File: src/rtl/seg_execute_mdu_if.sv
// ID/EX-side inputs and EX/MEM-side outputs of the EX stage, grouped as one bus.
// The stage itself connects through the slave modport; upstream logic drives through master.
interface seg_execute_mdu_if #(
  parameter int NB_ADDR    = 32,
  parameter int NB_DATA    = 32,
  parameter int NB_REG     = 5,
  parameter int NB_CTRL_WB = 2,
  parameter int NB_CTRL_M  = 3,
  parameter int NB_CTRL_EX = 4
);
  logic                                     i_valid;
  logic                                     i_flush;
  logic [NB_ADDR-1:0]                       i_PC;
  logic [NB_DATA-1:0]                       i_read_data_1;
  logic [NB_DATA-1:0]                       i_read_data_2;
  logic [NB_DATA-1:0]                       i_imm;
  logic [NB_REG-1:0]                        i_rt;
  logic [NB_REG-1:0]                        i_rd;
  logic [NB_CTRL_EX+NB_CTRL_M+NB_CTRL_WB-1:0] i_control;
  logic [1:0]                               i_fwd_a;
  logic [1:0]                               i_fwd_b;
  logic [NB_DATA-1:0]                       i_fwd_mem_data;
  logic [NB_DATA-1:0]                       i_fwd_wb_data;

  logic                                     o_stall;
  logic                                     o_valid;
  logic [NB_ADDR-1:0]                       o_PC;
  logic [NB_DATA-1:0]                       o_ALU_result;
  logic                                     o_ALU_zero;
  logic [NB_DATA-1:0]                       o_read_data_2;
  logic [NB_REG-1:0]                        o_write_reg;
  logic [NB_CTRL_M+NB_CTRL_WB-1:0]          o_control;
  logic [NB_DATA-1:0]                       o_hi;
  logic [NB_DATA-1:0]                       o_lo;

  modport slave (
    input  i_valid, i_flush, i_PC, i_read_data_1, i_read_data_2, i_imm, i_rt, i_rd,
           i_control, i_fwd_a, i_fwd_b, i_fwd_mem_data, i_fwd_wb_data,
    output o_stall, o_valid, o_PC, o_ALU_result, o_ALU_zero, o_read_data_2,
           o_write_reg, o_control, o_hi, o_lo
  );

  modport master (
    output i_valid, i_flush, i_PC, i_read_data_1, i_read_data_2, i_imm, i_rt, i_rd,
           i_control, i_fwd_a, i_fwd_b, i_fwd_mem_data, i_fwd_wb_data,
    input  o_stall, o_valid, o_PC, o_ALU_result, o_ALU_zero, o_read_data_2,
           o_write_reg, o_control, o_hi, o_lo
  );
endinterface

File: src/rtl/seg_execute_mdu.sv
// MIPS EX stage: forwarding muxes, single-cycle ALU, iterative MULT/DIV unit with
// HI/LO, and the EX/MEM pipeline register. Stalls upstream while the MDU iterates.
module seg_execute_mdu #(
  parameter int NB_ADDR    = 32,
  parameter int NB_DATA    = 32,
  parameter int NB_REG     = 5,
  parameter int NB_CTRL_WB = 2,
  parameter int NB_CTRL_M  = 3,
  parameter int NB_CTRL_EX = 4
) (
  input  logic             i_clk,
  input  logic             i_rst,
  seg_execute_mdu_if.slave bus
);
  localparam int NB_CTRL_MWB = NB_CTRL_M + NB_CTRL_WB;
  localparam int NB_CTRL     = NB_CTRL_EX + NB_CTRL_MWB;
  localparam int NB_CNT      = $clog2(NB_DATA);
  localparam logic [NB_CNT-1:0] LAST_STEP = NB_CNT'(NB_DATA - 1);

  localparam logic [5:0] F_ADD  = 6'b100000, F_ADDU = 6'b100001;
  localparam logic [5:0] F_SUB  = 6'b100010, F_SUBU = 6'b100011;
  localparam logic [5:0] F_AND  = 6'b100100, F_OR   = 6'b100101;
  localparam logic [5:0] F_XOR  = 6'b100110, F_NOR  = 6'b100111;
  localparam logic [5:0] F_SLT  = 6'b101010, F_SLTU = 6'b101011;
  localparam logic [5:0] F_SLL  = 6'b000000, F_SRL  = 6'b000010;
  localparam logic [5:0] F_SRA  = 6'b000011;
  localparam logic [5:0] F_MFHI = 6'b010000, F_MFLO = 6'b010010;

  typedef enum logic [1:0] {ST_IDLE, ST_BUSY, ST_DONE} state_t;

  // MDU state and the instruction held while it iterates
  state_t                   r_state;
  logic [NB_CNT-1:0]        r_count;
  logic [2*NB_DATA-1:0]     r_prod;
  logic [NB_DATA-1:0]       r_mcand;
  logic [NB_DATA-1:0]       r_raw_a;
  logic                     r_md_div, r_md_signed, r_neg_a, r_neg_b, r_b_zero;
  logic [NB_DATA-1:0]       r_hi, r_lo;
  logic [NB_ADDR-1:0]       r_h_pc;
  logic [NB_DATA-1:0]       r_h_rd2;
  logic [NB_REG-1:0]        r_h_wreg;
  logic [NB_CTRL_MWB-1:0]   r_h_ctrl;

  // EX/MEM register
  logic                     r_valid, r_zero;
  logic [NB_ADDR-1:0]       r_pc;
  logic [NB_DATA-1:0]       r_result, r_rd2;
  logic [NB_REG-1:0]        r_wreg;
  logic [NB_CTRL_MWB-1:0]   r_ctrl;

  logic                     w_alu_src, w_reg_dst;
  logic [1:0]               w_alu_op;
  logic [NB_CTRL_MWB-1:0]   w_ctrl_mwb;
  logic [5:0]               w_funct;
  logic [4:0]               w_shamt;
  logic [NB_DATA-1:0]       w_op_a, w_fwd_b, w_alu_b, w_alu_result;
  logic [NB_REG-1:0]        w_write_reg;
  logic                     w_is_mdu, w_mdu_start, w_stall, w_live;
  logic                     w_signed_in, w_neg_a_in, w_neg_b_in;
  logic [NB_DATA-1:0]       w_mag_a, w_mag_b;
  logic [NB_DATA:0]         w_mul_sum, w_rem_sh, w_div_diff;
  logic                     w_div_ge;
  logic [2*NB_DATA-1:0]     w_mul_next, w_div_next, w_prod_fin;
  logic                     w_neg_res;
  logic [NB_DATA-1:0]       w_quot_fin, w_rem_fin, w_hi_new, w_lo_new;

  function automatic logic [NB_DATA-1:0] fwd_sel(input logic [1:0] sel,
                                                 input logic [NB_DATA-1:0] rf, mem, wb);
    case (sel)
      2'b01:   return wb;
      2'b10:   return mem;
      default: return rf;
    endcase
  endfunction

  assign w_alu_src  = bus.i_control[NB_CTRL-1];
  assign w_alu_op   = bus.i_control[NB_CTRL-2 -: 2];
  assign w_reg_dst  = bus.i_control[NB_CTRL-4];
  assign w_ctrl_mwb = bus.i_control[NB_CTRL_MWB-1:0];
  assign w_funct    = bus.i_imm[5:0];
  assign w_shamt    = bus.i_imm[10:6];

  assign w_op_a      = fwd_sel(bus.i_fwd_a, bus.i_read_data_1, bus.i_fwd_mem_data, bus.i_fwd_wb_data);
  assign w_fwd_b     = fwd_sel(bus.i_fwd_b, bus.i_read_data_2, bus.i_fwd_mem_data, bus.i_fwd_wb_data);
  assign w_alu_b     = w_alu_src ? bus.i_imm : w_fwd_b;
  assign w_write_reg = w_reg_dst ? bus.i_rd : bus.i_rt;

  always_comb begin
    // NOTE: default first so every path assigns the result and no latch is inferred.
    w_alu_result = '0;
    case (w_alu_op)
      2'b00: w_alu_result = w_op_a + w_alu_b;
      2'b01: w_alu_result = w_op_a - w_alu_b;
      2'b11: w_alu_result = w_op_a | w_alu_b;
      default: begin
        case (w_funct)
          F_ADD, F_ADDU: w_alu_result = w_op_a + w_alu_b;
          F_SUB, F_SUBU: w_alu_result = w_op_a - w_alu_b;
          F_AND:  w_alu_result = w_op_a & w_alu_b;
          F_OR:   w_alu_result = w_op_a | w_alu_b;
          F_XOR:  w_alu_result = w_op_a ^ w_alu_b;
          F_NOR:  w_alu_result = ~(w_op_a | w_alu_b);
          F_SLT:  w_alu_result = {{(NB_DATA-1){1'b0}}, ($signed(w_op_a) < $signed(w_alu_b))};
          F_SLTU: w_alu_result = {{(NB_DATA-1){1'b0}}, (w_op_a < w_alu_b)};
          F_SLL:  w_alu_result = w_alu_b << w_shamt;
          F_SRL:  w_alu_result = w_alu_b >> w_shamt;
          F_SRA:  w_alu_result = NB_DATA'($signed(w_alu_b) >>> w_shamt);
          F_MFHI: w_alu_result = r_hi;
          F_MFLO: w_alu_result = r_lo;
          default: w_alu_result = '0;
        endcase
      end
    endcase
  end

  assign w_is_mdu    = (w_alu_op == 2'b10) && (w_funct[5:2] == 4'b0110);
  assign w_mdu_start = (r_state == ST_IDLE) && bus.i_valid && !bus.i_flush && w_is_mdu;
  assign w_stall     = w_mdu_start || (r_state == ST_BUSY);
  assign w_live      = bus.i_valid && !bus.i_flush && !w_stall;

  // Iteration runs on magnitudes; signs are reapplied in DONE
  assign w_signed_in = ~w_funct[0];
  assign w_neg_a_in  = w_signed_in & w_op_a[NB_DATA-1];
  assign w_neg_b_in  = w_signed_in & w_fwd_b[NB_DATA-1];
  assign w_mag_a     = w_neg_a_in ? -w_op_a : w_op_a;
  assign w_mag_b     = w_neg_b_in ? -w_fwd_b : w_fwd_b;

  assign w_mul_sum  = {1'b0, r_prod[2*NB_DATA-1:NB_DATA]} + (r_prod[0] ? {1'b0, r_mcand} : '0);
  assign w_mul_next = {w_mul_sum, r_prod[NB_DATA-1:1]};
  assign w_rem_sh   = {r_prod[2*NB_DATA-1:NB_DATA], r_prod[NB_DATA-1]};
  assign w_div_ge   = w_rem_sh >= {1'b0, r_mcand};
  assign w_div_diff = w_rem_sh - {1'b0, r_mcand};
  assign w_div_next = {(w_div_ge ? w_div_diff[NB_DATA-1:0] : w_rem_sh[NB_DATA-1:0]),
                       r_prod[NB_DATA-2:0], w_div_ge};

  assign w_neg_res  = r_md_signed & (r_neg_a ^ r_neg_b);
  assign w_prod_fin = w_neg_res ? -r_prod : r_prod;
  assign w_quot_fin = w_neg_res ? -r_prod[NB_DATA-1:0] : r_prod[NB_DATA-1:0];
  assign w_rem_fin  = (r_md_signed & r_neg_a) ? -r_prod[2*NB_DATA-1:NB_DATA]
                                              : r_prod[2*NB_DATA-1:NB_DATA];

  always_comb begin
    w_hi_new = w_prod_fin[2*NB_DATA-1:NB_DATA];
    w_lo_new = w_prod_fin[NB_DATA-1:0];
    if (r_md_div) begin
      w_hi_new = r_b_zero ? r_raw_a : w_rem_fin;
      w_lo_new = r_b_zero ? '1      : w_quot_fin;
    end
  end

  // NOTE: sequential state uses non-blocking assignments so every register samples pre-edge values.
  always_ff @(posedge i_clk or negedge i_rst) begin
    if (!i_rst) begin
      r_state     <= ST_IDLE;
      r_count     <= '0;
      r_prod      <= '0;
      r_mcand     <= '0;
      r_raw_a     <= '0;
      r_md_div    <= 1'b0;
      r_md_signed <= 1'b0;
      r_neg_a     <= 1'b0;
      r_neg_b     <= 1'b0;
      r_b_zero    <= 1'b0;
      r_hi        <= '0;
      r_lo        <= '0;
      r_h_pc      <= '0;
      r_h_rd2     <= '0;
      r_h_wreg    <= '0;
      r_h_ctrl    <= '0;
    end else begin
      case (r_state)
        ST_IDLE: begin
          if (w_mdu_start) begin
            r_state     <= ST_BUSY;
            r_count     <= '0;
            r_prod      <= {{NB_DATA{1'b0}}, w_mag_a};
            r_mcand     <= w_mag_b;
            r_raw_a     <= w_op_a;
            r_md_div    <= w_funct[1];
            r_md_signed <= w_signed_in;
            r_neg_a     <= w_neg_a_in;
            r_neg_b     <= w_neg_b_in;
            r_b_zero    <= (w_fwd_b == '0);
            r_h_pc      <= bus.i_PC;
            r_h_rd2     <= w_fwd_b;
            r_h_wreg    <= w_write_reg;
            r_h_ctrl    <= w_ctrl_mwb;
          end
        end
        ST_BUSY: begin
          if (bus.i_flush) begin
            r_state <= ST_IDLE;
          end else begin
            r_prod  <= r_md_div ? w_div_next : w_mul_next;
            r_count <= r_count + 1'b1;
            if (r_count == LAST_STEP) r_state <= ST_DONE;
          end
        end
        ST_DONE: begin
          // A flush arriving in DONE kills the op before it reaches HI/LO
          if (!bus.i_flush) begin
            r_hi <= w_hi_new;
            r_lo <= w_lo_new;
          end
          r_state <= ST_IDLE;
        end
        default: r_state <= ST_IDLE;
      endcase
    end
  end

  always_ff @(posedge i_clk or negedge i_rst) begin
    if (!i_rst) begin
      r_valid  <= 1'b0;
      r_pc     <= '0;
      r_result <= '0;
      r_zero   <= 1'b0;
      r_rd2    <= '0;
      r_wreg   <= '0;
      r_ctrl   <= '0;
    end else if (r_state == ST_DONE) begin
      r_valid  <= !bus.i_flush;
      r_ctrl   <= bus.i_flush ? '0 : r_h_ctrl;
      r_pc     <= r_h_pc;
      r_result <= '0;
      r_zero   <= 1'b1;
      r_rd2    <= r_h_rd2;
      r_wreg   <= r_h_wreg;
    end else begin
      r_valid  <= w_live;
      r_ctrl   <= w_live ? w_ctrl_mwb : '0;
      r_pc     <= bus.i_PC;
      r_result <= w_alu_result;
      r_zero   <= (w_alu_result == '0);
      r_rd2    <= w_fwd_b;
      r_wreg   <= w_write_reg;
    end
  end

  assign bus.o_stall       = w_stall;
  assign bus.o_valid       = r_valid;
  assign bus.o_PC          = r_pc;
  assign bus.o_ALU_result  = r_result;
  assign bus.o_ALU_zero    = r_zero;
  assign bus.o_read_data_2 = r_rd2;
  assign bus.o_write_reg   = r_wreg;
  assign bus.o_control     = r_ctrl;
  assign bus.o_hi          = r_hi;
  assign bus.o_lo          = r_lo;
endmodule

File: src/flat_wrapper.sv
// flat-port wrapper written by rule: the top's interface ports become plain ports
module seg_execute_mdu_flat 
#(
  parameter int NB_ADDR    = 32,
  parameter int NB_DATA    = 32,
  parameter int NB_REG     = 5,
  parameter int NB_CTRL_WB = 2,
  parameter int NB_CTRL_M  = 3,
  parameter int NB_CTRL_EX = 4
)
  (i_clk, i_rst, bus_i_valid, bus_i_flush, bus_i_PC, bus_i_read_data_1, bus_i_read_data_2, bus_i_imm, bus_i_rt, bus_i_rd, bus_i_control, bus_i_fwd_a, bus_i_fwd_b, bus_i_fwd_mem_data, bus_i_fwd_wb_data, bus_o_stall, bus_o_valid, bus_o_PC, bus_o_ALU_result, bus_o_ALU_zero, bus_o_read_data_2, bus_o_write_reg, bus_o_control, bus_o_hi, bus_o_lo);
  seg_execute_mdu_if #(.NB_ADDR(NB_ADDR), .NB_DATA(NB_DATA), .NB_REG(NB_REG), .NB_CTRL_WB(NB_CTRL_WB), .NB_CTRL_M(NB_CTRL_M), .NB_CTRL_EX(NB_CTRL_EX)) bus_i ();
  input  logic i_clk;
  input  logic i_rst;
  input wire logic [$bits(bus_i.i_valid)-1:0] bus_i_valid;
  input wire logic [$bits(bus_i.i_flush)-1:0] bus_i_flush;
  input wire logic [$bits(bus_i.i_PC)-1:0] bus_i_PC;
  input wire logic [$bits(bus_i.i_read_data_1)-1:0] bus_i_read_data_1;
  input wire logic [$bits(bus_i.i_read_data_2)-1:0] bus_i_read_data_2;
  input wire logic [$bits(bus_i.i_imm)-1:0] bus_i_imm;
  input wire logic [$bits(bus_i.i_rt)-1:0] bus_i_rt;
  input wire logic [$bits(bus_i.i_rd)-1:0] bus_i_rd;
  input wire logic [$bits(bus_i.i_control)-1:0] bus_i_control;
  input wire logic [$bits(bus_i.i_fwd_a)-1:0] bus_i_fwd_a;
  input wire logic [$bits(bus_i.i_fwd_b)-1:0] bus_i_fwd_b;
  input wire logic [$bits(bus_i.i_fwd_mem_data)-1:0] bus_i_fwd_mem_data;
  input wire logic [$bits(bus_i.i_fwd_wb_data)-1:0] bus_i_fwd_wb_data;
  output wire logic [$bits(bus_i.o_stall)-1:0] bus_o_stall;
  output wire logic [$bits(bus_i.o_valid)-1:0] bus_o_valid;
  output wire logic [$bits(bus_i.o_PC)-1:0] bus_o_PC;
  output wire logic [$bits(bus_i.o_ALU_result)-1:0] bus_o_ALU_result;
  output wire logic [$bits(bus_i.o_ALU_zero)-1:0] bus_o_ALU_zero;
  output wire logic [$bits(bus_i.o_read_data_2)-1:0] bus_o_read_data_2;
  output wire logic [$bits(bus_i.o_write_reg)-1:0] bus_o_write_reg;
  output wire logic [$bits(bus_i.o_control)-1:0] bus_o_control;
  output wire logic [$bits(bus_i.o_hi)-1:0] bus_o_hi;
  output wire logic [$bits(bus_i.o_lo)-1:0] bus_o_lo;
  assign bus_i.i_valid = bus_i_valid;
  assign bus_i.i_flush = bus_i_flush;
  assign bus_i.i_PC = bus_i_PC;
  assign bus_i.i_read_data_1 = bus_i_read_data_1;
  assign bus_i.i_read_data_2 = bus_i_read_data_2;
  assign bus_i.i_imm = bus_i_imm;
  assign bus_i.i_rt = bus_i_rt;
  assign bus_i.i_rd = bus_i_rd;
  assign bus_i.i_control = bus_i_control;
  assign bus_i.i_fwd_a = bus_i_fwd_a;
  assign bus_i.i_fwd_b = bus_i_fwd_b;
  assign bus_i.i_fwd_mem_data = bus_i_fwd_mem_data;
  assign bus_i.i_fwd_wb_data = bus_i_fwd_wb_data;
  assign bus_o_stall = bus_i.o_stall;
  assign bus_o_valid = bus_i.o_valid;
  assign bus_o_PC = bus_i.o_PC;
  assign bus_o_ALU_result = bus_i.o_ALU_result;
  assign bus_o_ALU_zero = bus_i.o_ALU_zero;
  assign bus_o_read_data_2 = bus_i.o_read_data_2;
  assign bus_o_write_reg = bus_i.o_write_reg;
  assign bus_o_control = bus_i.o_control;
  assign bus_o_hi = bus_i.o_hi;
  assign bus_o_lo = bus_i.o_lo;
  seg_execute_mdu #(.NB_ADDR(NB_ADDR), .NB_DATA(NB_DATA), .NB_REG(NB_REG), .NB_CTRL_WB(NB_CTRL_WB), .NB_CTRL_M(NB_CTRL_M), .NB_CTRL_EX(NB_CTRL_EX)) u_core (.i_clk(i_clk), .i_rst(i_rst), .bus(bus_i));
endmodule
File: config.mk
export PLATFORM = sky130hd
export DESIGN_NAME = seg_execute_mdu_flat
export DESIGN_NICKNAME = d
export VERILOG_FILES = /design/src/rtl/seg_execute_mdu_if.sv /design/src/rtl/seg_execute_mdu.sv /design/src/flat_wrapper.sv
export SDC_FILE = /design/constraint.sdc
export NUM_CORES = 2
export LEC_CHECK = 0
export BUFFER_PORTS_ARGS = -buffer_cell sky130_fd_sc_hd__buf_2
export CAP_MARGIN = 0
export CORE_ASPECT_RATIO = 2
export CORE_UTILIZATION = 35
export CTS_CLUSTER_SIZE = 25
export DETAILED_ROUTE_END_ITERATION = 10
export GPL_ROUTABILITY_DRIVEN = 1
export REMOVE_ABC_BUFFERS = 1
export SYNTH_ARGS = -nofsm -noshare
export SYNTH_HDL_FRONTEND = slang
export SYNTH_SLANG_ARGS = --single-unit
File: constraint.sdc
create_clock -name i_clk -period 4 [get_ports i_clk]
set_input_delay 0.8 -clock i_clk [delete_from_list [all_inputs] [get_ports i_clk]]
set_output_delay 0.8 -clock i_clk [all_outputs]
set_load 0.05 [all_outputs]
==> impl_metrics.yaml <==
synth:
  syn_area_mm2: 0.0365
  yosys_warnings: 0
  synth_ff_type: "dfrtp_1"
  synth-async-reset-ratio_pct: 100
  synth_top_area_share_pct: 26.4
  synth_area_leaders: "dfrtp_1 26%, nand2_1 8.1%, o21ai_0 6.4%, ha_1 6.3%, nor2_1 4.2%"
  synthCells: 4815
  synth_seq_cells: 385
  synth_largest_area_cell: "dfrtp_1"
  ys_types: 97
  synth_edf_count: 0
  yosysSeqAreaShare_pct: 26.4
  synth.avg_cell_area_um2: 7.57
cells_and_area:
  num-fill-cells: 10200
  fin_cells: 7831
  area_growth_pct: 52.3
  finalNetCount: 6839
  drive_gt1_share_pct: 38.2
  largest_register: "u_core.r_prod"
  largest_reg_flops: 64
clock_tree:
  cts_buffers: 41
  cts_root_buf: "clkbuf_16"
  clock_latency_ns: 0.71
  clkSinkCount: 385
  cts_tree: "built"
  path_clk_slew_ns: 0.07
  ctsLongestPathBuffers: 3
  h-tree-depth: 2
run_status:
  violations: "setup timing"
  status: "complete, but fails checks"
routing:
  drtPass1Iterations: 6
  routedWlPerCell_um: 32.8
  drc_errors: 0
  vias: 47500
  drt-total-wl_mm: 257
  drt_iter0_drc: 3991
  ant_nets: 0
  vias_per_cell: 6.07
timing:
  setup_viol: 28
  tns_ns: -10.03
  fin_worst_skew_ns: 0.0639
  grt_setup_unrepaired: "yes"
  tightestPinTransition_ns: 1.30
  finalCritPeriodShare_pct: 128
  drv_slew: 0
  timing.fmax_ghz: 0.195
  finalHoldViolations: 0
  period_needed_ns: 5.13
  fin_hold_ws_ns: 0.102
  setup_ws_ns: -1.13
  relSlewSlack_pct: 12.9
grt:
  gr-total-overflow: 0
  grt_pass1_wl_mm: 355
  grt_antenna_before_repair: 21
  grt_max_degree: 114
  grt_use_total_pct: 47.7
  grt_pass1_vias: 47800
setup_path:
  endpoint_kind: "register"
  worst-path-max-fanout: 18
  worstPathRequired_ns: 4.60
  crit_arrival_ns: 5.73
  r2r_slack_ns: 0.07
  reg2reg_depth: 15
  worst_setup_path_start_kind: "input port"
  worstReg2RegEnd: "u_core.bus.o_ALU_zero$_DFF_PN0_"
  path_class: "input port to register"
  r2r_start: "u_core.bus.o_lo[11]$_DFFE_PN0P_"
power_and_ir_drop:
  power_density_mw_per_mm2: 367
  leakagePower_nw: 25.9
  ir_drop_v: 0.000349
floorplan:
  fp-row-count: 167
  die_w_um: 230
  die-area_mm2: 0.106
  start_util_pct: 35.3
  pin_count: 392
  chipHeight_um: 458
  core-area_mm2: 0.103
placed_design:
  hpwl_mm: 208
  portBuffers: 391
  place_congestion: 1.14
  dp_cells: 7635
job:
  drv_cap: 0
worst_hold_path:
  worstHoldPathType: "input port to async pin"
==> cell usage in the layout (no fill, tap or decap), types with 25 or more instances in the layout <==
cell type  instances
o21a_1            36
buf_12            70
a221oi_2          25
or3_1             27
a211oi_1          35
a21o_1            54
ha_1             146
dfrtp_1          384
buf_6             74
a21oi_1          241
nand2_1          779
or2_2             29
xnor2_1          145
a31oi_1           45
nor2_1           393
nor3_1            98
inv_1            150
o21ai_1           30
nor2b_1           45
a22oi_1           48
buf_2            386
o31ai_1           29
a221oi_1          40
and2_1            27
o22ai_1           36
ha_4              31
mux4_2            25
a221o_1           53
and3_1            28
o211ai_1          56
a21oi_2           29
o21ai_0          424
mux2i_1          132
nand3_1           66
clkbuf_16         43
buf_4           1395
nand2b_1          48
xor2_1            73
o221ai_1          26
nand4_1           32
==> metal layers <==
| layer | wire length (um) | vias up | track usage [%] |
|---|---|---|---|
| met3 | 18100 | 1164 | 10.2 |
| met5 | 66 | - | 0 |
| met1 | 83900 | 23000 | 46.8 |
| met4 | 35500 | 10 | 52.6 |
| li1 | - | 20700 | - |
| met2 | 119000 | 2602 | 79.2 |
==> through the flow <==
| stage | area [um^2] | total power [mW] | util (%) | worst slack (ns) |
|---|---|---|---|---|
| floorplan | 35000 | 9.10 | - | -4.97 |
| global placement | 50300 | 14.5 | 48.6 | -2.60 |
| detailed placement | 50300 | 14.5 | 48.6 | -2.70 |
| CTS | 53900 | 19.5 | 52.1 | -1.10 |
| global route | 55500 | 21.0 | 53.6 | -1.25 |
| finish | 55500 | 20.4 | 53.7 | -1.13 |
==> repair_timing <==
item / in CTS / in global routing
gates cloned: 1 / 2
resized for setup: 401 / 220
setup buffers: 56 / 65
pin swaps: 127 / 134
setup endpoints to repair: 38 / 54
hold buffers: 0 / 0
hold endpoints to repair: 0 / 0
==> area by class of cell <==
cell class | count | area, um^2 | area share [%]
multi-input combinational | 3891 | 27200 | 49.1
inverter | 179 | 702 | 1.26
tap | 1352 | 1690 | 3.05
timing repair buffer | 1934 | 14800 | 26.6
clock buffer | 53 | 1140 | 2.06
clock inverter | 22 | 275 | 0.496
antenna | 15 | 37.5 | 0.0676
sequential | 385 | 9640 | 17.4
==> worst max path at each step <==
stage | start | to | slack, ns | depth (start not counted)
4_1_cts | bus_i_fwd_a[1] | u_core.bus.o_ALU_zero$_DFF_PN0_ | -1.10 | 26
3_3_place_gp | bus_i_fwd_b[0] | u_core.bus.o_ALU_zero$_DFF_PN0_ | -2.60 | 25
3_5_place_dp | bus_i_fwd_b[0] | u_core.bus.o_ALU_zero$_DFF_PN0_ | -2.70 | 25
6_report | bus_i_fwd_b[0] | u_core.bus.o_ALU_zero$_DFF_PN0_ | -1.13 | 26
5_1_grt | bus_i_fwd_b[0] | u_core.bus.o_ALU_zero$_DFF_PN0_ | -1.25 | 26
2_1_floorplan | bus_i_control[7] | u_core.bus.o_control[0]$_DFF_PN0_ | -4.97 | 6
==> critical path, cell delays in order <==
cell,delay (ns)
buf_8,0.08
inv_4,0.03
ha_4,0.27
buf_8,0.16
buf_12,0.15
nor2b_1,0.15
or2_2,0.32
o21ai_2,0.15
buf_6,0.19
inv_2,0.07
ha_4,0.31
buf_4,0.15
nand4_1,0.13
buf_4,0.17
buf_4,0.13
nor3_4,0.22
nor3_2,0.10
mux2i_4,0.21
o221ai_4,0.22
nor4_2,0.33
a31oi_2,0.14
a211oi_2,0.25
nand4_1,0.19
nor4_4,0.26
nand4_1,0.23
o41ai_2,0.26
==> Yosys cell counts, drive strengths merged, types with 57 or more instances <==
master,instances
nand2,784
o21ai,484
nor2,409
dfrtp,385
clkbuf,282
a21oi,279
ha,184
inv,175
xnor2,153
mux2i,137
nor3,111
buf,78
a221oi,74
xor2,73
nand3,71
a31oi,57
nor2b,57
==> report_power, final <==
part / total [mW] / switching (mW) / internal [mW]
Clock: 4.22 / 1.96 / 2.25
Combinational: 11.6 / 6.69 / 4.92
Sequential: 4.57 / 0.304 / 4.26
Total: 20.4 / 8.95 / 11.4
==> kinds of logic after synthesis <==
kind of cell               share of synthesized area, %
AOI/OAI and AO/OA                                  28.2
buffers and inverters                              5.84
DFF                                                26.4
and+or+nand+nor                                    21.7
adders and majority gates                          6.56
muxes                                              5.87
xor gates and xnor gates                           5.43
(Power assumes the default switching activity.)
